`config.mk`:
```
export PLATFORM = sky130hd
export DESIGN_NAME = rtc_data_sequencer_flat
export DESIGN_NICKNAME = d
export VERILOG_FILES = /design/src/rtl/rtc_data_sequencer_if.sv /design/src/rtl/rtc_data_sequencer.sv /design/src/flat_wrapper.sv
export SDC_FILE = /design/constraint.sdc
export NUM_CORES = 1
export LEC_CHECK = 0
export BUFFER_PORTS_ARGS = -buffer_cell sky130_fd_sc_hd__buf_4
export CAP_MARGIN = 20
export CORE_ASPECT_RATIO = 2
export CORE_MARGIN = 2
export CORE_UTILIZATION = 55
export CTS_BUF_LIST = sky130_fd_sc_hd__clkbuf_4 sky130_fd_sc_hd__clkbuf_8
export DETAILED_ROUTE_END_ITERATION = 7
export PLACE_DENSITY_LB_ADDON = 0.2
export SYNTH_ARGS = -nofsm -noshare
export SYNTH_HDL_FRONTEND = slang
export SYNTH_SLANG_ARGS = --single-unit
```
`constraint.sdc`:
```
create_clock -name clk -period 3.2 [get_ports clk]
set_input_delay 0.64 -clock clk [delete_from_list [all_inputs] [get_ports clk]]
set_output_delay 0.64 -clock clk [all_outputs]
set_load 0.005 [all_outputs]
```
`src/rtl/rtc_data_sequencer_if.sv`:
```
// ----------------------------------------------------------------------------
// rtc_data_sequencer_if
// Word handshake between the RTC data sequencer and the RTC bus controller.
//   bus_req     : a word is valid (sequencer -> controller)
//   bus_ack     : controller accepts the current word (controller -> sequencer)
//   bus_is_addr : 1 = address word, 0 = data word
//   bus_data    : the word itself
// A word moves on a rising edge where bus_req and bus_ack are both high.
// ----------------------------------------------------------------------------
interface rtc_data_sequencer_if #(
    parameter int DATA_W = 8
) ();
    logic              bus_req;
    logic              bus_ack;
    logic              bus_is_addr;
    logic [DATA_W-1:0] bus_data;

    // Sequencer side
    modport master (
        output bus_req,
        output bus_is_addr,
        output bus_data,
        input  bus_ack
    );

    // Bus controller side
    modport slave (
        input  bus_req,
        input  bus_is_addr,
        input  bus_data,
        output bus_ack
    );
endinterface

```
`src/rtl/rtc_data_sequencer.sv`:
```
// ----------------------------------------------------------------------------
// rtc_data_sequencer
// Takes a snapshot of N_CH RTC register address/value pairs on start and
// pushes every enabled channel to the RTC bus controller as an address word
// followed by a data word, honouring back-pressure from the controller.
//
// Ports:
//   clk, reset   : rising-edge clock, synchronous active-high reset
//   start        : request a sweep (only looked at while idle)
//   abort        : cancel a sweep in progress, no done pulse
//   ch_mask      : per-channel enable, bit i = channel i
//   ch_addr      : packed register addresses, channel i at [i*DATA_W +: DATA_W]
//   ch_data      : packed register values, same packing
//   bus          : word handshake toward the bus controller (master side)
//   band         : index of the channel currently being transferred
//   busy         : high whenever the sequencer is not idle
//   done         : one-cycle pulse when a sweep completes normally
// ----------------------------------------------------------------------------
module rtc_data_sequencer #(
    parameter int DATA_W = 8,
    parameter int N_CH   = 6,
    parameter int IDX_W  = (N_CH > 1) ? $clog2(N_CH) : 1
) (
    input  logic                   clk,
    input  logic                   reset,
    input  logic                   start,
    input  logic                   abort,
    input  logic [N_CH-1:0]        ch_mask,
    input  logic [N_CH*DATA_W-1:0] ch_addr,
    input  logic [N_CH*DATA_W-1:0] ch_data,
    rtc_data_sequencer_if.master   bus,
    output logic [IDX_W-1:0]       band,
    output logic                   busy,
    output logic                   done
);

    typedef enum logic [2:0] {
        ST_IDLE,
        ST_SCAN,
        ST_ADDR,
        ST_DATA,
        ST_DONE
    } state_t;

    state_t            state_q, state_d;
    logic [N_CH-1:0]   snap_mask_q, snap_mask_d;
    logic [DATA_W-1:0] snap_addr_q [N_CH];
    logic [DATA_W-1:0] snap_addr_d [N_CH];
    logic [DATA_W-1:0] snap_data_q [N_CH];
    logic [DATA_W-1:0] snap_data_d [N_CH];
    // One extra bit so the pointer can sit at N_CH after the last channel
    // and the scan then finds nothing instead of wrapping around.
    logic [IDX_W:0]    ptr_q, ptr_d;
    logic [IDX_W-1:0]  band_q, band_d;

    logic              found;
    logic [IDX_W-1:0]  found_idx;

    // Lowest enabled snapshot channel at or above the scan pointer. The loop
    // walks downward so the last hit written is the lowest index.
    always_comb begin
        found     = 1'b0;
        found_idx = '0;
        for (int i = N_CH - 1; i >= 0; i--) begin
            if (snap_mask_q[i] && (i >= int'(ptr_q))) begin
                found     = 1'b1;
                found_idx = IDX_W'(i);
            end
        end
    end

    // Next-state logic. abort outranks bus_ack, so a word acknowledged on the
    // abort edge is simply dropped by this block.
    always_comb begin
        state_d     = state_q;
        snap_mask_d = snap_mask_q;
        snap_addr_d = snap_addr_q;
        snap_data_d = snap_data_q;
        ptr_d       = ptr_q;
        band_d      = band_q;

        case (state_q)
            ST_IDLE: begin
                if (start) begin
                    snap_mask_d = ch_mask;
                    for (int i = 0; i < N_CH; i++) begin
                        snap_addr_d[i] = ch_addr[i*DATA_W +: DATA_W];
                        snap_data_d[i] = ch_data[i*DATA_W +: DATA_W];
                    end
                    ptr_d   = '0;
                    state_d = ST_SCAN;
                end
            end
            ST_SCAN: begin
                if (abort) begin
                    state_d = ST_IDLE;
                end else if (found) begin
                    band_d  = found_idx;
                    state_d = ST_ADDR;
                end else begin
                    state_d = ST_DONE;
                end
            end
            ST_ADDR: begin
                if (abort) begin
                    state_d = ST_IDLE;
                end else if (bus.bus_ack) begin
                    state_d = ST_DATA;
                end
            end
            ST_DATA: begin
                if (abort) begin
                    state_d = ST_IDLE;
                end else if (bus.bus_ack) begin
                    ptr_d   = {1'b0, band_q} + {{IDX_W{1'b0}}, 1'b1};
                    state_d = ST_SCAN;
                end
            end
            ST_DONE: begin
                state_d = ST_IDLE;
            end
            default: begin
                state_d = ST_IDLE;
            end
        endcase
    end

    // State and snapshot registers
    always_ff @(posedge clk) begin
        if (reset) begin
            state_q     <= ST_IDLE;
            snap_mask_q <= '0;
            ptr_q       <= '0;
            band_q      <= '0;
            for (int i = 0; i < N_CH; i++) begin
                snap_addr_q[i] <= '0;
                snap_data_q[i] <= '0;
            end
        end else begin
            state_q     <= state_d;
            snap_mask_q <= snap_mask_d;
            ptr_q       <= ptr_d;
            band_q      <= band_d;
            snap_addr_q <= snap_addr_d;
            snap_data_q <= snap_data_d;
        end
    end

    // Outputs are decoded purely from registered state, so nothing on the
    // input side can ripple through to the bus in the same cycle.
    always_comb begin
        bus.bus_req     = 1'b0;
        bus.bus_is_addr = 1'b0;
        bus.bus_data    = '0;
        case (state_q)
            ST_ADDR: begin
                bus.bus_req     = 1'b1;
                bus.bus_is_addr = 1'b1;
                bus.bus_data    = snap_addr_q[band_q];
            end
            ST_DATA: begin
                bus.bus_req  = 1'b1;
                bus.bus_data = snap_data_q[band_q];
            end
            default: begin
                bus.bus_req = 1'b0;
            end
        endcase
    end

    assign band = band_q;
    assign busy = (state_q != ST_IDLE);
    assign done = (state_q == ST_DONE);

endmodule

```
`src/flat_wrapper.sv`:
```
// flat-port wrapper written by rule: the top's interface ports become plain ports
module rtc_data_sequencer_flat 
#(
    parameter int DATA_W = 8,
    parameter int N_CH   = 6,
    parameter int IDX_W  = (N_CH > 1) ? $clog2(N_CH) : 1
)
  (clk, reset, start, abort, ch_mask, ch_addr, ch_data, band, busy, done, bus_bus_req, bus_bus_is_addr, bus_bus_data, bus_bus_ack);
  rtc_data_sequencer_if #(.DATA_W(DATA_W)) bus_i ();
  input  logic clk;
  input  logic reset;
  input  logic start;
  input  logic abort;
  input  logic [N_CH-1:0] ch_mask;
  input  logic [N_CH*DATA_W-1:0] ch_addr;
  input  logic [N_CH*DATA_W-1:0] ch_data;
  output logic [IDX_W-1:0] band;
  output logic busy;
  output logic done;
  output wire logic [$bits(bus_i.bus_req)-1:0] bus_bus_req;
  output wire logic [$bits(bus_i.bus_is_addr)-1:0] bus_bus_is_addr;
  output wire logic [$bits(bus_i.bus_data)-1:0] bus_bus_data;
  input wire logic [$bits(bus_i.bus_ack)-1:0] bus_bus_ack;
  assign bus_bus_req = bus_i.bus_req;
  assign bus_bus_is_addr = bus_i.bus_is_addr;
  assign bus_bus_data = bus_i.bus_data;
  assign bus_i.bus_ack = bus_bus_ack;
  rtc_data_sequencer #(.DATA_W(DATA_W), .N_CH(N_CH), .IDX_W(IDX_W)) u_core (.clk(clk), .reset(reset), .start(start), .abort(abort), .ch_mask(ch_mask), .ch_addr(ch_addr), .ch_data(ch_data), .bus(bus_i), .band(band), .busy(busy), .done(done));
endmodule
```
==> flow_summary.ini, run 1 <==
[clock_network]
cts_buffers = 9
insertion_delay_ns = 0.38
clock_sinks = 112
ctsHoldBuffers = 0
cts_resized = 0
post_cts_buffers = 0
clockBufferDepth = 2
cts_tree = done
clkSlewWorstSetupHoldPaths_ns = 0.10
root_buffer = clkbuf_8
ctsHtreeMaxLevel = 3

[global_routing]
grt_max_degree = 103
gr-total-overflow = 0
antenna_found_initial = 0
grt_first_pass_wirelength_um = 19900
grt_util_all_layers_pct = 25.5
grt_pass1_vias = 4401

[pwr]
total_power_mw = 2.79
cellPowerDensity_mw_per_mm2 = 459
power.leakage_nw = 2.44
max-vdd-ir-drop_mv = 0.302

[floorplanning]
rows = 49
pin_count = 122
start_util_pct = 55.9
dieArea_mm2 = 0.00993
coreArea_mm2 = 0.00895
die_h_um = 139
die_x_um = 71.5

[routing]
wire_per_inst_um = 15.5
routed_wl_um = 12600
vias = 4481
final_antenna_net_count = 0
viasPerCell = 5.53
first_iter_violations = 282
drc = 0
drt_first_pass_iters = 4

[layout]
final_layout_size_suffix_gt1_share_pct = 23.2
design_area_mm2 = 0.00608
nFillCells = 774
fin_nets = 811
area_delta_synth_final_pct = 21.4
antenna_cells = 0

[timing]
finalMaxSlewViolations = 0
rsz0062_at_grt = no
post-route-period-util_pct = 92.6
worst_pin_slew_ns = 0.694
fin_worst_skew_ns = 0.00844
setup_viol_count_final = 0
min_period_ns = 2.96
max_freq_mhz = 337
hold_viol_final = 0
fin_tns_setup_ns = 0
slew_headroom_pct = 53.6

[synthesis]
async_flop_share_pct = 0
ys.flop_type = dfxtp_1
netlist_area_mm2 = 0.00501
synth_seq_area_share_pct = 44.8
ys_seq_elements = 112
avgSynthCellArea_um2 = 8.21
synth-edff-count = 0
yosysUniqueCellTypes = 40
syn-num-nets = 718
yosys_warnings = 0
synthCells = 610

[worst_setup_path]
crit_fanout = 9
worstPathArrival_ns = 2.32
worstSetupPathType = flop to output pin
r2r_slack_ns = 1.47
worstSetupStartpointType = flop
cp_data_required_time_ns = 2.56
worstSetupEndpointType = output pin

[placement]
dpl.hpwl_um = 9340
placed_area_mm2 = 0.00589
gp_congestion = 0.825
io_buffer_count = 121

[worst_hold_path]
holdCritPathClass = flop to flop

[status]
status = completed

[job]
maxCapViolCount = 0
-- synthesized netlist by cell type, types with 2 or more instances --
| cell type | instances | area, um^2 |
|---|---|---|
| dfxtp_1 | 112 | 2240 |
| a221o_1 | 2 | 20.0 |
| nand2_1 | 209 | 785 |
| nand2b_1 | 5 | 31.3 |
| nand3_1 | 2 | 10.0 |
| mux2i_1 | 18 | 180 |
| buf_2 | 27 | 135 |
| clkbuf_1 | 18 | 67.6 |
| mux4_1 | 7 | 184 |
| buf_6 | 3 | 33.8 |
| o21a_1 | 2 | 15.0 |
| nor2b_1 | 5 | 31.3 |
| nand3b_1 | 3 | 22.5 |
| inv_1 | 15 | 56.3 |
| o22ai_1 | 16 | 100 |
| a22o_1 | 8 | 70.1 |
| nor3_2 | 2 | 20.0 |
| nor3_1 | 6 | 30.0 |
| a21oi_1 | 109 | 546 |
| or3_1 | 2 | 12.5 |
| o21ai_0 | 3 | 15.0 |
| mux4_2 | 9 | 203 |
| nor2_1 | 10 | 37.5 |
-- worst paths after layout --
path	start	endpoint	cells past startpoint
worst max-delay path	u_core.band[0]$_SDFFE_PP0P_	bus_bus_data[2]	6
worst min-delay path	u_core.snap_addr_q[21]$_SDFFE_PP0P_	u_core.snap_addr_q[21]$_SDFFE_PP0P_	2
worst max register to register	u_core.band[0]$_SDFFE_PP0P_	u_core.ptr_q[2]$_SDFFE_PP0P_	7
worst min register to register	u_core.snap_addr_q[21]$_SDFFE_PP0P_	u_core.snap_addr_q[21]$_SDFFE_PP0P_	2
-- routing by layer --
| metal | share of wire (%) | routed length [um] | up-vias | global-route usage (%) |
|---|---|---|---|---|
| met5 | 0 | 0 | - | 0 |
| li1 | - | - | 2239 | - |
| met4 | 3.3 | 418 | 0 | 10.7 |
| met3 | 3.9 | 490 | 32 | 4.80 |
| met2 | 56 | 6980 | 121 | 46.6 |
| met1 | 37 | 4680 | 2089 | 27.6 |
-- where the power goes --
group | internal, mW | switching (mW) | total, mW
logic | 0.204 | 0.215 | 0.419
clock network | 0.369 | 0.465 | 0.834
registers | 1.48 | 0.0576 | 1.54
-- cells in the final DEF, fill, tap and decap left out, drive strengths merged, types with 2 or more instances in the layout --
cell	count
a21oi	109
a221o	2
a22o	8
buf	132
clkbuf	10
clkinv	5
dfxtp	112
inv	16
mux2i	18
mux4	16
nand2	209
nand2b	5
nand3	2
nand3b	3
nor2	10
nor2b	5
nor3	8
o21a	2
o21ai	4
o22ai	17
or3	2
-- cells by family (layout without fill, tap and decap cells) --
logic type               after synthesis  count (layout)  share of synthesized area [%]
adder cells (fa/ha/maj)                1               1                          0.250
AND/OR/NAND/NOR                      250             250                           20.7
flip-flops                           112             112                           44.8
AO/OA/AOI/OAI                        146             146                           16.4
multiplexers                          34              34                           11.3
buffers and inverters                 66             164                           6.40
XOR/XNOR                               1               1                          0.175
-- registers in the layout, summed over array words and instances (netlist names) --
| name | flops |
|---|---|
| u_core.snap_addr_q | 48 |
| u_core.ptr_q | 4 |
| u_core.snap_mask_q | 6 |
| u_core.state_q | 3 |
| u_core.band | 3 |
| u_core.snap_data_q | 48 |
-- worst max-delay path, stage by stage, from the launching register on --
cell     delay, ns
dfxtp_2       0.51
buf_4         0.26
mux4_1        0.56
inv_1         0.07
o22ai_1       0.09
a22o_1        0.30
buf_4         0.14
-- metrics by stage --
stage / utilization [%] / cells / setup slack, ns / hold WS [ns]
finish: 67.9 / 810 / 0.236 / 0.462
global route: 67.9 / 810 / 0.152 / 0.479
detailed placement: 65.8 / 794 / 0.660 / 0.447
CTS: 67.9 / 810 / 0.236 / 0.460
global placement: 65.8 / 794 / 0.690 / 0.443
floorplan: - / 610 / 1.07 / 0.432
-- area by class of cell --
class	count	area (um^2)	area share, %
multi-input cells	432	2450	40.4
flip-flops and latches	112	2240	36.9
repair buffers	132	1000	16.5
clock buffers	10	131	2.16
well taps	102	128	2.10
inverters	16	60.1	0.988
clock inverters	6	58.8	0.968
(Power assumes the default switching activity.)
==> run 2: changes to the inputs <==
clock period = 3.1 ns   (was 3.2 ns; I/O delays follow)
==> run 2 against run 1 <==
Total power grew 8.0%; sequential power increased by 3%; sequential share of layout area is 0.29 points lower; critical endpoint is now bus_bus_data[0].
==> flow_summary.ini, run 2 (synthesis results as in run 1) <==
[status]
status = completed

[global_routing]
antenna_found_initial = 0
grt_first_pass_wirelength_um = 20000
grt_pass1_vias = 4255
grt_max_degree = 61
grt_util_all_layers_pct = 25.7
gr-total-overflow = 0

[timing]
hold-worst-slack_ns = 0.459
fin_worst_skew_ns = 0.0118
setup_viol_count_final = 0
rsz0062_at_grt = no
hold_viol_final = 0
max_freq_mhz = 345
fin_ws_ns = 0.200
min_period_ns = 2.90
slew_headroom_pct = 59.8
finalMaxSlewViolations = 0
fin_tns_setup_ns = 0
post-route-period-util_pct = 93.5
worst_pin_slew_ns = 0.603

[layout]
nFillCells = 758
antenna_cells = 0
mostFrequentLayoutCell = nand2_1
largestRegisters = u_core.snap_addr_q x48, u_core.snap_data_q x48, u_core.snap_mask_q x6
final_layout_size_suffix_gt1_share_pct = 23.4
postLayoutCoreUtil_pct = 68.4
fin_cells = 812
layout_common_cells = nand2_1, buf_4, dfxtp_1, a21oi_1, mux2i_1
fin_nets = 813
design_area_mm2 = 0.00613
area_delta_synth_final_pct = 22.4

[worst_setup_path]
worstSetupEndpointType = output pin
cpLargestDelayFamily = multiplexers
rr_startpoint = u_core.state_q[2]$_SDFFE_PP0P_
worstSetupStartpointType = flop
path_cells = buf_4 -> mux4_1 -> inv_1 -> o22ai_1 -> a22o_1 -> buf_4
critPathBufInv = 3
worstPathArrival_ns = 2.28
cp_slowest_cell = mux4_1
r2r_end = u_core.ptr_q[3]$_SDFFE_PP0P_
critical_path.most_common_cell = buf_4
reg2regPathDepth = 6
cp_data_required_time_ns = 2.48
critPathMaxStageDelay_ns = 0.56
worstSetupPathType = flop to output pin
r2r_slack_ns = 1.23
crit_fanout = 10

[clock_network]
cts_buffers = 9
ctsHtreeMaxLevel = 3
cts_tree = done
clkSlewWorstSetupHoldPaths_ns = 0.10
cts_resized = 0
insertion_delay_ns = 0.38
post_cts_buffers = 0
clockBufferDepth = 2
clock_sinks = 112
root_buffer = clkbuf_8
ctsHoldBuffers = 0

[pwr]
total_power_mw = 3.01
max-vdd-ir-drop_mv = 0.398
power.leakage_nw = 2.46
cellPowerDensity_mw_per_mm2 = 492

[floorplanning]
rows = 49
pin_count = 122
coreArea_mm2 = 0.00895
dieArea_mm2 = 0.00993
die_h_um = 139
start_util_pct = 55.9
die_x_um = 71.5

[routing]
vias = 4521
routed_wl_um = 12600
drc = 0
viasPerCell = 5.57
first_iter_violations = 247
final_antenna_net_count = 0
wire_per_inst_um = 15.5
drt_first_pass_iters = 6

[job]
maxCapViolCount = 0

[worst_hold_path]
min-delay-start = u_core.snap_addr_q[14]$_SDFFE_PP0P_
min_to = u_core.snap_addr_q[14]$_SDFFE_PP0P_
holdCritPathClass = flop to flop
hold_path_depth = 2

[placement]
place_inst = 796
placed_area_mm2 = 0.00589
io_buffer_count = 121
dpl.hpwl_um = 9300
pre_cts_ws_ns = 0.621
gp_congestion = 0.807
==> run 2: cell count changes in the layout (fill, tap and decap cells not counted), sizes merged <==
| cell | delta |
|---|---|
| clkbuf | +1 |
| clkinv | -4 |
| inv | +1 |
| clkinvlp | +1 |
| buf | +2 |
| bufinv | +1 |
==> run 2: worst max-delay path by stage <==
| stage | cells after the start | slack (ns) | from | endpoint |
|---|---|---|---|---|
| after floorplan | 6 | 0.99 | u_core.band[0]$_SDFFE_PP0P_ | bus_bus_data[1] |
| after global placement | 6 | 0.64 | u_core.band[0]$_SDFFE_PP0P_ | bus_bus_data[0] |
| after detailed placement | 6 | 0.62 | u_core.band[0]$_SDFFE_PP0P_ | bus_bus_data[0] |
| after CTS | 6 | 0.19 | u_core.band[0]$_SDFFE_PP0P_ | bus_bus_data[0] |
| after global routing | 6 | 0.10 | u_core.band[0]$_SDFFE_PP0P_ | bus_bus_data[0] |
| final | 6 | 0.20 | u_core.band[0]$_SDFFE_PP0P_ | bus_bus_data[0] |
==> run 2: worst min-delay path: stages (launching register included) <==
cell,delay [ns]
dfxtp_1,0.32
nand2_1,0.05
a21oi_1,0.05
==> run 2: layout make-up <==
class	instances	area [um^2]	share of cell area [%]
Multi-Input combinational cell	432	2450	40.0
Sequential cell	112	2240	36.6
Timing Repair Buffer	134	1010	16.4
Clock buffer	11	151	2.47
Tap cell	102	128	2.08
Clock inverter	5	85.1	1.39
Inverter	16	60.1	0.980
==> run 2: routing by layer <==
metal	global-route usage (%)	vias up	part of all wire (%)
met5	0	-	0
met4	8.54	0	2.0
met3	4.36	17	3.7
met2	48.1	113	57
met1	28.5	2140	37
li1	-	2251	-
==> run 2: power breakdown <==
group	switching, mW	internal, mW	total, mW
clock network	0.490	0.505	0.995
logic	0.222	0.209	0.431
registers	0.0592	1.53	1.59
